--- config.mk ---
export PLATFORM = sky130hd
export DESIGN_NAME = irq_controller
export DESIGN_NICKNAME = d
export VERILOG_FILES = /design/src/rtl/irq_controller.sv
export SDC_FILE = /design/constraint.sdc
export NUM_CORES = 1
export LEC_CHECK = 0
export BUFFER_PORTS_ARGS = -buffer_cell sky130_fd_sc_hd__clkbuf_2
export CORE_MARGIN = 2
export CORE_UTILIZATION = 41
export CTS_CLUSTER_DIAMETER = 100
export DETAILED_ROUTE_END_ITERATION = 10
export GPL_ROUTABILITY_DRIVEN = 0
export HOLD_SLACK_MARGIN = 0.05
export PLACE_DENSITY_LB_ADDON = 0.2
export SKIP_LAST_GASP = 1
export SLEW_MARGIN = 20
export SYNTH_ARGS = -nofsm -noshare
export SYNTH_HDL_FRONTEND = slang
export SYNTH_SLANG_ARGS = --single-unit
--- constraint.sdc ---
create_clock -name CLK -period 1.7 [get_ports CLK]
set_clock_uncertainty 0.2 [all_clocks]
set_input_delay 0 -clock CLK [delete_from_list [all_inputs] [get_ports CLK]]
set_output_delay 0 -clock CLK [all_outputs]
set_load 0.01 [all_outputs]
--- src/rtl/irq_controller.sv ---
// rtl/irq_controller.sv - priority interrupt controller with masked sticky sources; IRQ_AUTO_CLEAR_EN enables the per-source clear strobe
module irq_controller #(
    parameter int N_SRC = 4,
    parameter int VEC_W = 3
) (
    input  logic             CLK,
    input  logic             CPU_Reset,
    input  logic [N_SRC-1:0] IRQ_SRC,
    input  logic             IRQ_MASK_WR,
    input  logic [7:0]       IRQ_MASK_DATA,
    input  logic             IRQ_ACK,
    input  logic             IRQ_RETI,
    output logic             IRQ,
    output logic [VEC_W-1:0] IRQ_VECTOR,
    output logic [N_SRC-1:0] IRQ_SRC_READ,
    output logic [N_SRC-1:0] IRQ_PENDING,
    output logic             IRQ_BUSY
);

    typedef enum logic [1:0] {
        ST_IDLE,
        ST_REQ,
        ST_SERVICE
    } state_t;

    state_t             state_q;
    state_t             state_d;
    logic [N_SRC-1:0]   mask_q;
    logic               vec_load;
    logic               ack_taken;

    // Bit 0 is the highest priority, so the lowest set bit wins arbitration.
    function automatic logic [VEC_W-1:0] lowest_set(input logic [N_SRC-1:0] v);
        lowest_set = '0;
        for (int i = N_SRC - 1; i >= 0; i--) begin
            if (v[i]) begin
                lowest_set = VEC_W'(i);
            end
        end
    endfunction

    // Only the low N_SRC bits of the mask bus are meaningful.
    generate
        if (N_SRC < 8) begin : g_mask_unused
            logic unused_mask_bits;
            assign unused_mask_bits = ^IRQ_MASK_DATA[7:N_SRC];
        end
    endgenerate

    // Mask register; a write becomes visible to the pending register one cycle later.
    always_ff @(posedge CLK or negedge CPU_Reset) begin
        if (!CPU_Reset) begin
            mask_q <= '0;
        end else if (IRQ_MASK_WR) begin
            mask_q <= IRQ_MASK_DATA[N_SRC-1:0];
        end
    end

    // Pending status: sources qualified by the mask, re-sampled every cycle.
    always_ff @(posedge CLK or negedge CPU_Reset) begin
        if (!CPU_Reset) begin
            IRQ_PENDING <= '0;
        end else begin
            IRQ_PENDING <= IRQ_SRC & mask_q;
        end
    end

    // Vector is captured once when leaving IDLE and frozen until the next arbitration.
    always_ff @(posedge CLK or negedge CPU_Reset) begin
        if (!CPU_Reset) begin
            IRQ_VECTOR <= '0;
        end else if (vec_load) begin
            IRQ_VECTOR <= lowest_set(IRQ_PENDING);
        end
    end

    // FSM state register.
    always_ff @(posedge CLK or negedge CPU_Reset) begin
        if (!CPU_Reset) begin
            state_q <= ST_IDLE;
        end else begin
            state_q <= state_d;
        end
    end

    // Next-state and Moore outputs; ACK beats both withdrawal and a coincident RETI.
    always_comb begin
        state_d   = state_q;
        vec_load  = 1'b0;
        ack_taken = 1'b0;
        IRQ       = 1'b0;
        IRQ_BUSY  = 1'b0;
        case (state_q)
            ST_IDLE: begin
                if (|IRQ_PENDING) begin
                    state_d  = ST_REQ;
                    vec_load = 1'b1;
                end
            end
            ST_REQ: begin
                IRQ = 1'b1;
                if (IRQ_ACK) begin
                    state_d   = ST_SERVICE;
                    ack_taken = 1'b1;
                end else if (!IRQ_PENDING[IRQ_VECTOR]) begin
                    state_d = ST_IDLE;
                end
            end
            ST_SERVICE: begin
                IRQ_BUSY = 1'b1;
                if (IRQ_RETI && !IRQ_ACK) begin
                    state_d = ST_IDLE;
                end
            end
            default: begin
                state_d = ST_IDLE;
            end
        endcase
    end

`ifdef IRQ_AUTO_CLEAR_EN
    // One-cycle one-hot clear strobe back to the acknowledged source.
    always_ff @(posedge CLK or negedge CPU_Reset) begin
        if (!CPU_Reset) begin
            IRQ_SRC_READ <= '0;
        end else if (ack_taken) begin
            IRQ_SRC_READ <= N_SRC'(1) << IRQ_VECTOR;
        end else begin
            IRQ_SRC_READ <= '0;
        end
    end
`else
    logic unused_ack_taken;
    assign unused_ack_taken = ack_taken;
    assign IRQ_SRC_READ     = '0;
`endif

endmodule

==> results of run 1 <==
==> power by group through the flow <==
stage / Combinational (mW) / Clock (mW) / Sequential [mW]
after floorplan: 0.164 / 0 / 0.405
after global placement: 0.255 / 0 / 0.398
after detailed placement: 0.255 / 0 / 0.401
after CTS: 0.306 / 0.230 / 0.395
after global routing: 0.337 / 0.249 / 0.402
final: 0.305 / 0.222 / 0.394
==> cells by family (layout without fill, tap and decap cells) <==
logic type / Yosys count / in the layout / share of synthesized area, %
other: 1 / 5 / 0.6906
and+or+nand+nor: 11 / 11 / 11.98
muxes: 6 / 6 / 15.21
DFF: 12 / 12 / 55.30
AOI/OAI and AO/OA: 6 / 6 / 9.215
buffers and inverters: 6 / 41 / 7.604
==> worst max-delay path by stage <==
stage	start	to	slack, ps	depth (start not counted)
after floorplan	IRQ_PENDING[0]$_DFF_PN0_	IRQ_VECTOR[0]$_DFFE_PN0P_	220	2
after global placement	IRQ_PENDING[0]$_DFF_PN0_	IRQ_VECTOR[0]$_DFFE_PN0P_	200	2
after detailed placement	IRQ_PENDING[0]$_DFF_PN0_	IRQ_VECTOR[0]$_DFFE_PN0P_	190	2
after CTS	state_q[0]$_DFFE_PN0P_	state_q[1]$_DFFE_PN0P_	60	3
after global routing	state_q[0]$_DFFE_PN0P_	state_q[1]$_DFFE_PN0P_	30	3
final	state_q[0]$_DFFE_PN0P_	state_q[1]$_DFFE_PN0P_	60	3
==> cells in the mapped netlist <==
| cell type | n | area share [%] |
|---|---|---|
| and2_1 | 4 | 4.6 |
| a21oi_1 | 1 | 0.92 |
| conb_1 | 1 | 0.69 |
| a22o_1 | 1 | 1.6 |
| inv_1 | 1 | 0.69 |
| dfrtp_1 | 12 | 55 |
| o21a_1 | 2 | 2.8 |
| o21ai_0 | 1 | 0.92 |
| nand2b_1 | 2 | 2.3 |
| o41ai_2 | 1 | 3.0 |
| mux2_1 | 1 | 2.1 |
| mux4_1 | 1 | 4.8 |
| nor2b_1 | 2 | 2.3 |
| mux2_2 | 4 | 8.3 |
| nor2_1 | 1 | 0.69 |
| nand3b_1 | 1 | 1.4 |
| buf_4 | 5 | 6.9 |
| nand2_1 | 1 | 0.69 |
==> flip-flops by register name (all words and copies together) (netlist names) <==
register     cells
state_q          2
IRQ_PENDING      4
IRQ_VECTOR       2
mask_q           4
==> per-layer routing <==
layer	global-route usage, %	vias up	routed length [um]
li1	-	214	-
met5	0	-	0
met1	19.86	196	445
met4	7.500	0	0
met2	23.02	19	480
met3	3.333	0	74
==> critical path, cell delays in order (launching register included) <==
cell and delay (ps):
dfrtp_1 390, nor2b_1 150, a22o_1 230, dlygate4sd3_1 550
==> final cells by class <==
type / instances / area (um^2)
Sequential cell: 12 / 300.3
Timing Repair Buffer: 36 / 260.3
Tap cell: 15 / 18.77
Multi-Input combinational cell: 28 / 216.5
Inverter: 1 / 3.754
Clock buffer: 4 / 36.28
Fill cell: 105 / 432.9
==> stage by stage <==
step                      hold WS (ps)  power [mW]
after global placement          -305.3      0.6525
after global routing             288.2      0.9878
after detailed placement        -303.4      0.6559
after floorplan                 -495.6      0.5696
final                            275.5      0.9207
after CTS                        262.2      0.9314
==> repair_timing <==
action                    4_1_cts  5_1_grt
hold buffers                   16        0
hold endpoints to repair       22        0
setup buffers                   0        0
==> flow_summary.yaml, run 1 <==
layout:
  layout_common_cells: "clkbuf_2 (20), dlygate4sd3_1 (16), dfrtp_1 (12)"
  final_util_pct: 65.88
  diodes: 0
  final-instance-count-excl-fill: 96
  drive_gt1_share_pct: 35.80
  nNetsFinal: 99
  final_area_um2: 835.8
  layout_commonest_cell: "clkbuf_2"
  area_growth_pct: 53.92
synth:
  synth_area_um2: 543.0
  avgSynthCellArea_um2: 12.93
  syn-instance-count: 42
  ys_seq_area_share_pct: 55.30
  ys_warn_count: 0
  synth_seq_cells: 12
  synth.distinct_cells: 18
critical_path:
  crit_fanout: 3
  path_class: "register to register"
  required_ps: 1650
  crit_arrival_ps: 1590
  timing.rr.start: "state_q[0]$_DFFE_PN0P_"
  critPathLaunchType: "register"
  ff2ff_path_depth: 3
  end_kind: "register"
  reg2reg_to: "state_q[1]$_DFFE_PN0P_"
  rrSetupSlack_ps: 60
timing:
  setup_viol: 0
  tightest_slew_ps: 517.2
  fmax_mhz: 609.6
  rsz0062_at_grt: "false"
  worst_slack_ps: 59.51
  max_slew_margin_pct: 65.41
  slew_violations: 0
  setup_tns_ps: 0
  timing.final.crit_share_pct: 96.50
  period_needed_ps: 1640
  finalHoldViolations: 0
cts:
  cts-root-buf: "clkbuf_4"
  clk_path_buf_depth: 2
  path_clk_slew_ps: 70
  numCtsBuffers: 3
  cts_num_sinks: 12
  worstSkewPairLatency_ps: 270
  ctsHtreeMaxLevel: 1
  cts_tree: "built"
  cts_resized: 0
detailed_routing:
  totalWireLength_um: 1000
  drcViolationCount: 0
  wl_per_cell_um: 10.42
  drtIter0Drc: 0
  ant_nets: 0
  firstDrtPassIters: 1
  vias: 429
  viasPerCell: 4.469
power_and_ir_drop:
  p_per_area_nw_per_um2: 1102
  intPower_uw: 656.1
  seq_power_share_pct: 42.8
  vdd_drop_max_v: 0.0005782
  combPwrFrac_pct: 33.1
  p_leak_nw: 0.4186
  swShare_pct: 28.73
  clkPwrFrac_pct: 24.1
  power.switching_uw: 264.6
global_routing:
  grt_overflow: 0
  grt_pass1_vias: 386
  grtUsageTotal_pct: 15.03
  grt_pass1_wl_um: 1573
  antenna_found_initial: 0
  grt_max_degree: 13
floorplan:
  start_util_pct: 42.80
  die_area_um2: 1631
  die_h_um: 40.39
  fp.dieW_um: 40.39
  rows: 13
  ios: 30
  coreArea_um2: 1269
placement:
  dpl.cell_count: 76
  pre_cts_ws_ps: 188.2
  io_buffer_count: 20
  dpl.hpwl_um: 639.9
  placed_area_um2: 639.4
min_path:
  hp-class: "register to register"
  min_to: "IRQ_PENDING[2]$_DFF_PN0_"
  hp-start: "mask_q[2]$_DFFE_PN0P_"
  min_path_cells: 1
run_status:
  status: "finished clean"
run:
  cap_violations: 0
No activity file was read; power rests on OpenSTA's default activity.
==> run 2: changes to the inputs <==
--- a/config.mk
+++ b/config.mk
@@ -12,7 +12,7 @@
 export DETAILED_ROUTE_END_ITERATION = 10
 export GPL_ROUTABILITY_DRIVEN = 0
 export HOLD_SLACK_MARGIN = 0.05
-export PLACE_DENSITY_LB_ADDON = 0.2
+export PLACE_DENSITY = 0.75
 export SKIP_LAST_GASP = 1
 export SLEW_MARGIN = 20
 export SYNTH_ARGS = -nofsm -noshare
==> run 2 against run 1 <==
Net effect: utilization shrank 1.1 points; clock-buffer cell count shrank 1; sequential share of layout area rose by 0.60 points; register-to-register slack about the same; sequential power hardly changed; die area is the same; largest cell class unchanged.
==> flow_summary.yaml, run 2 (synthesis results as in run 1) <==
layout:
  diodes: 0
  nNetsFinal: 99
  area_growth_pct: 51.38
  fill_cells: 97
  layout_commonest_cell: "clkbuf_2"
  seqCellArea_um2: 300.3
  reg.largest.list: "IRQ_PENDING (4), mask_q (4)"
  layout_common_cells: "clkbuf_2 (20), dlygate4sd3_1 (16), dfrtp_1 (12)"
  final_util_pct: 64.79
  multi_input_comb_area_um2: 216.5
  drive_gt1_share_pct: 35.00
cts:
  cts_tree: "built"
  ctsHtreeMaxLevel: 1
  cts-root-buf: "clkbuf_4"
  cts_resized: 0
  clk_path_buf_depth: 2
  numCtsBuffers: 3
  worstSkewPairLatency_ps: 270
  path_clk_slew_ps: 70
  postCtsSetupRepairBufs: 0
  cts_num_sinks: 12
floorplan:
  start_util_pct: 42.80
  die_area_um2: 1631
  rows: 13
  ios: 30
  coreArea_um2: 1269
  die_h_um: 40.39
  fp.dieW_um: 40.39
timing:
  slew_violations: 0
  setup_tns_ps: 0
  timing.final.crit_share_pct: 96.07
  setup_viol: 0
  period_needed_ps: 1633
  max_slew_margin_pct: 65.97
  rsz0062_at_grt: "false"
  fmax_mhz: 612.3
  tightest_slew_ps: 508.8
  finalHoldViolations: 0
detailed_routing:
  totalWireLength_um: 1005
  firstDrtPassIters: 2
  vias: 439
  drtIter0Drc: 3
  viasPerCell: 4.621
  wl_per_cell_um: 10.58
  drcViolationCount: 0
  ant_nets: 0
critical_path:
  path_class: "register to register"
  crit_fanout: 3
  required_ps: 1650
  critPathLaunchType: "register"
  crit_arrival_ps: 1580
  end_kind: "register"
run:
  cap_violations: 0
run_status:
  status: "finished clean"
power_and_ir_drop:
  p_leak_nw: 0.4115
  p_per_area_nw_per_um2: 1052
  power_uw: 865.1
  vdd_drop_max_v: 0.0006678
global_routing:
  grt_max_degree: 13
  grt_pass1_wl_um: 1580
  grt_overflow: 0
  grtUsageTotal_pct: 15.00
  grt_pass1_vias: 424
  antenna_found_initial: 0
placement:
  dpl.hpwl_um: 636.4
  io_buffer_count: 20
min_path:
  hp-class: "input port to register"
[run 2: cell types whose count changed in the layout (fill, tap and decap cells not counted), sizes merged]
cell	change
clkbuf	-1
[run 2: area by class of cell]
type / instances / share of cell area [%]
clock buffer: 3 / 2.740
multi-input combinational: 28 / 26.33
sequential: 12 / 36.53
inverter: 1 / 0.4566
timing repair buffer: 36 / 31.66
tap: 15 / 2.283
[run 2: repair_timing]
item	CTS	global route
endpoints found under the setup margin	0	0
hold endpoints to repair	22	0
hold buffers	16	0
[run 2: per-stage QoR]
step                instance area [um^2]  hold WS, ps  setup WS (ps)  std cells
detailed placement                 639.4       -304.3          193.7         76
floorplan                          558.0       -495.6          223.0         46
CTS                                822.0        274.6          59.76         95
global route                       822.0        305.8          23.28         95
global placement                   639.4       -309.4          222.4         76
finish                             822.0        278.6          66.89         95
[run 2: final timing paths]
kind / start / end / slack, ps / cells after the start
setup / recovery: state_q[0]$_DFFE_PN0P_ / state_q[1]$_DFFE_PN0P_ / 70 / 3
hold / removal: IRQ_SRC[1] / IRQ_PENDING[1]$_DFF_PN0_ / 280 / 3
setup reg to reg: state_q[0]$_DFFE_PN0P_ / state_q[1]$_DFFE_PN0P_ / 70 / 3
hold reg to reg: mask_q[0]$_DFFE_PN0P_ / IRQ_PENDING[0]$_DFF_PN0_ / 290 / 1
max in group asynchronous: CPU_Reset / IRQ_VECTOR[0]$_DFFE_PN0P_ / 410 / 3
min in group asynchronous: CPU_Reset / mask_q[3]$_DFFE_PN0P_ / 550 / 3
[run 2: power by group]
part | internal, mW | switching [mW] | leakage, nW | total (mW)
clock network | 0.0820 | 0.0860 | 0.0138 | 0.168
logic | 0.179 | 0.124 | 0.249 | 0.303
registers | 0.348 | 0.0467 | 0.148 | 0.394
[run 2: routing by layer]
| metal | global-route usage, % | vias up | wire length, um |
|---|---|---|---|
| met5 | 0 | - | 0 |
| met4 | 7.500 | 0 | 23 |
| met3 | 3.889 | 3 | 93 |
| met2 | 27.78 | 26 | 468 |
| met1 | 15.14 | 200 | 421 |
| li1 | - | 210 | - |
[run 2: worst max-delay path, stage by stage, from the launching register on]
cell and delay (ps):
dfrtp_1 380, nor2b_1 160, a22o_1 230, dlygate4sd3_1 550
==> run 3: changes to the inputs <==
--- a/config.mk
+++ b/config.mk
@@ -5,14 +5,14 @@
 export SDC_FILE = /design/constraint.sdc
 export NUM_CORES = 1
 export LEC_CHECK = 0
-export BUFFER_PORTS_ARGS = -buffer_cell sky130_fd_sc_hd__clkbuf_2
-export CORE_MARGIN = 2
-export CORE_UTILIZATION = 41
+export ABC_AREA = 1
+export CORE_AREA = 2 2 39 41
 export CTS_CLUSTER_DIAMETER = 100
 export DETAILED_ROUTE_END_ITERATION = 10
+export DIE_AREA = 0 0 41 43
+export DONT_BUFFER_PORTS = 1
 export GPL_ROUTABILITY_DRIVEN = 0
 export HOLD_SLACK_MARGIN = 0.05
-export PLACE_DENSITY = 0.75
 export SKIP_LAST_GASP = 1
 export SLEW_MARGIN = 20
 export SYNTH_ARGS = -nofsm -noshare
==> run 3 against run 2 <==
Net effect: first-iteration DRC count increased by 33%; worst hold slack got worse by 120 ps; sequential power increased by 9.1%; critical path depth is 1 higher; flip-flop and latch count unchanged; global-route usage rose by 0.35 points; fmax grew 3.0%.
==> flow_summary.yaml, run 3 <==
detailed_routing:
  drcViolationCount: 0
  wl_met2_um: 478
  wl_met1_um: 392
  viasPerCell: 4.376
  dr_wl_met3_um: 94
  totalWireLength_um: 994
  wl_per_cell_um: 9.842
  highest_layer: "met4"
  ant_nets: 0
  drtIter0Drc: 4
  firstDrtPassIters: 2
  vias: 442
global_routing:
  grtUsageTotal_pct: 15.35
  grt_overflow: 0
  grt_pass1_wl_um: 1759
  grt_max_degree: 13
  grt_pass1_vias: 436
  antenna_found_initial: 0
layout:
  area_growth_pct: 33.48
  layout_commonest_cell: "nand2_1"
  fill_cells: 131
  final_area_um2: 783.3
  drive_gt1_share_pct: 21.18
  layout_common_cells: "nand2_1 (17), dlygate4sd3_1 (16), dfrtp_1 (12)"
  nNetsFinal: 103
  multi_input_comb_area_um2: 221.5
  diodes: 0
  seqCellArea_um2: 300.3
  reg.largest.list: "IRQ_PENDING (4), mask_q (4)"
timing:
  period_needed_ps: 1585
  timing.final.crit_share_pct: 93.25
  fmax_mhz: 630.8
  slew_violations: 0
  rsz0062_at_grt: "false"
  setup_viol: 0
  finalHoldViolations: 0
  max_slew_margin_pct: 65.91
  tightest_slew_ps: 509.6
  setup_tns_ps: 0
cts:
  postCtsSetupRepairBufs: 0
  ctsHtreeMaxLevel: 1
  cts_num_sinks: 12
  clk_path_buf_depth: 2
  worstSkewPairLatency_ps: 270
  cts_tree: "built"
  cts-root-buf: "clkbuf_4"
  numCtsBuffers: 3
  path_clk_slew_ps: 70
critical_path:
  crit_arrival_ps: 1600
  ff2ff_path_depth: 4
  reg2reg_to: "state_q[1]$_DFFE_PN0P_"
  path_class: "register to register"
  critPathLaunchType: "register"
  end_kind: "register"
  required_ps: 1710
  crit_fanout: 3
  rrSetupSlack_ps: 110
  timing.rr.start: "state_q[0]$_DFFE_PN0P_"
min_path:
  hp-class: "input port to register"
  hp-start: "IRQ_SRC[0]"
  min_path_cells: 3
  min_to: "IRQ_PENDING[0]$_DFF_PN0_"
synth:
  synthArstFlopShare_pct: 100.0
  synth.distinct_cells: 16
  synth_seq_cells: 12
  yosys.area.top_type: "dfrtp_1"
  ys_warn_count: 0
  synth_area_um2: 586.8
  synth_most_common_cell: "nand2_1"
  syn-instance-count: 66
  synth_top_area_share_pct: 51.17
  avgSynthCellArea_um2: 8.891
  synth_common_cells: "nand2_1 (17), dfrtp_1 (12), inv_1 (10), buf_4 (5), mux2_2 (4)"
  ys_seq_area_share_pct: 51.17
  synth_edf_count: 0
  yosys-top-cells-area: "dfrtp_1 (51%), nand2_1 (11%), mux2_2 (7.7%)"
  ys.flop_type: "dfrtp_1"
power_and_ir_drop:
  power_uw: 941.6
  p_per_area_nw_per_um2: 1202
  p_leak_nw: 0.4019
  vdd_drop_max_v: 0.0005609
placement:
  dpl.hpwl_um: 691.4
  placed_area_um2: 584.3
  io_buffer_count: 0
run_status:
  status: "finished clean"
floorplan:
  fp.dieW_um: 41
  start_util_pct: 42.41
  rows: 14
  die_area_um2: 1763
  coreArea_um2: 1384
  ios: 30
  die_h_um: 43
run:
  cap_violations: 0
[run 3: changes by cell type after synthesis, moves of 3 or more]
cell,change
and2_1,-4
inv_1,+9
nand2_1,+16
nand3_1,+3
nor2_2,+3
[run 3: timing repair]
action                                  CTS  global route
hold endpoints to repair                 22             0
gates resized for setup                   0             1
endpoints found under the setup margin    0             1
hold buffers                             16             0
[run 3: cell families (layout without fill, tap and decap cells)]
logic type | count (synthesis) | in the layout | share of synthesized area, %
other | 1 | 5 | 0.6390
and+or+nand+nor | 27 | 27 | 20.90
muxes | 4 | 4 | 7.675
AOI/OAI and AO/OA | 5 | 5 | 5.544
buffers and inverters | 17 | 32 | 14.07
DFF | 12 | 12 | 51.17
[run 3: worst max path at each step]
stage                                         from                         to  slack, ps  cells past startpoint
after CTS                   state_q[0]$_DFFE_PN0P_     state_q[1]$_DFFE_PN0P_         40                      4
after detailed placement  IRQ_PENDING[0]$_DFF_PN0_     state_q[0]$_DFFE_PN0P_        560                      4
after global placement    IRQ_PENDING[0]$_DFF_PN0_     state_q[0]$_DFFE_PN0P_        560                      4
after floorplan           IRQ_PENDING[0]$_DFF_PN0_  IRQ_VECTOR[0]$_DFFE_PN0P_        630                      5
after global routing        state_q[0]$_DFFE_PN0P_     state_q[1]$_DFFE_PN0P_         60                      4
final                       state_q[0]$_DFFE_PN0P_     state_q[1]$_DFFE_PN0P_        110                      4
[run 3: critical path, cell delays in order (launching register included)]
cell and delay, ps:
dfrtp_1 440, nor2_2 200, nand2_1 90, o21ai_2 50, dlygate4sd3_1 550
[run 3: metal layers]
metal	vias up	track usage, %
met5	-	0
met4	0	12.00
met3	3	3.141
met2	20	22.81
met1	193	18.15
li1	226	-
[run 3: report_power, final]
part / total, mW / internal [mW] / switching, mW / leakage [nW]
sequential: 0.430 / 0.346 / 0.0837 / 0.149
clock: 0.224 / 0.130 / 0.0937 / 0.0210
combinational: 0.288 / 0.135 / 0.153 / 0.232
[run 3: through the flow]
stage	instances	setup WS [ps]	hold slack, ps	util (%)
finish	101	114.8	160.5	56.60
global route	101	58.24	161.6	56.60
CTS	101	41.78	149.3	56.42
detailed placement	81	559.8	-495.3	42.22
global placement	81	559.9	-495.3	42.22
floorplan	70	629.9	-495.6	-
[run 3: area by class of cell]
class | count | share of cell area (%)
timing repair buffer | 16 | 20.45
tap | 16 | 2.556
clock buffer | 4 | 4.633
multi-input combinational | 41 | 28.27
inverter | 12 | 5.751
sequential | 12 | 38.34
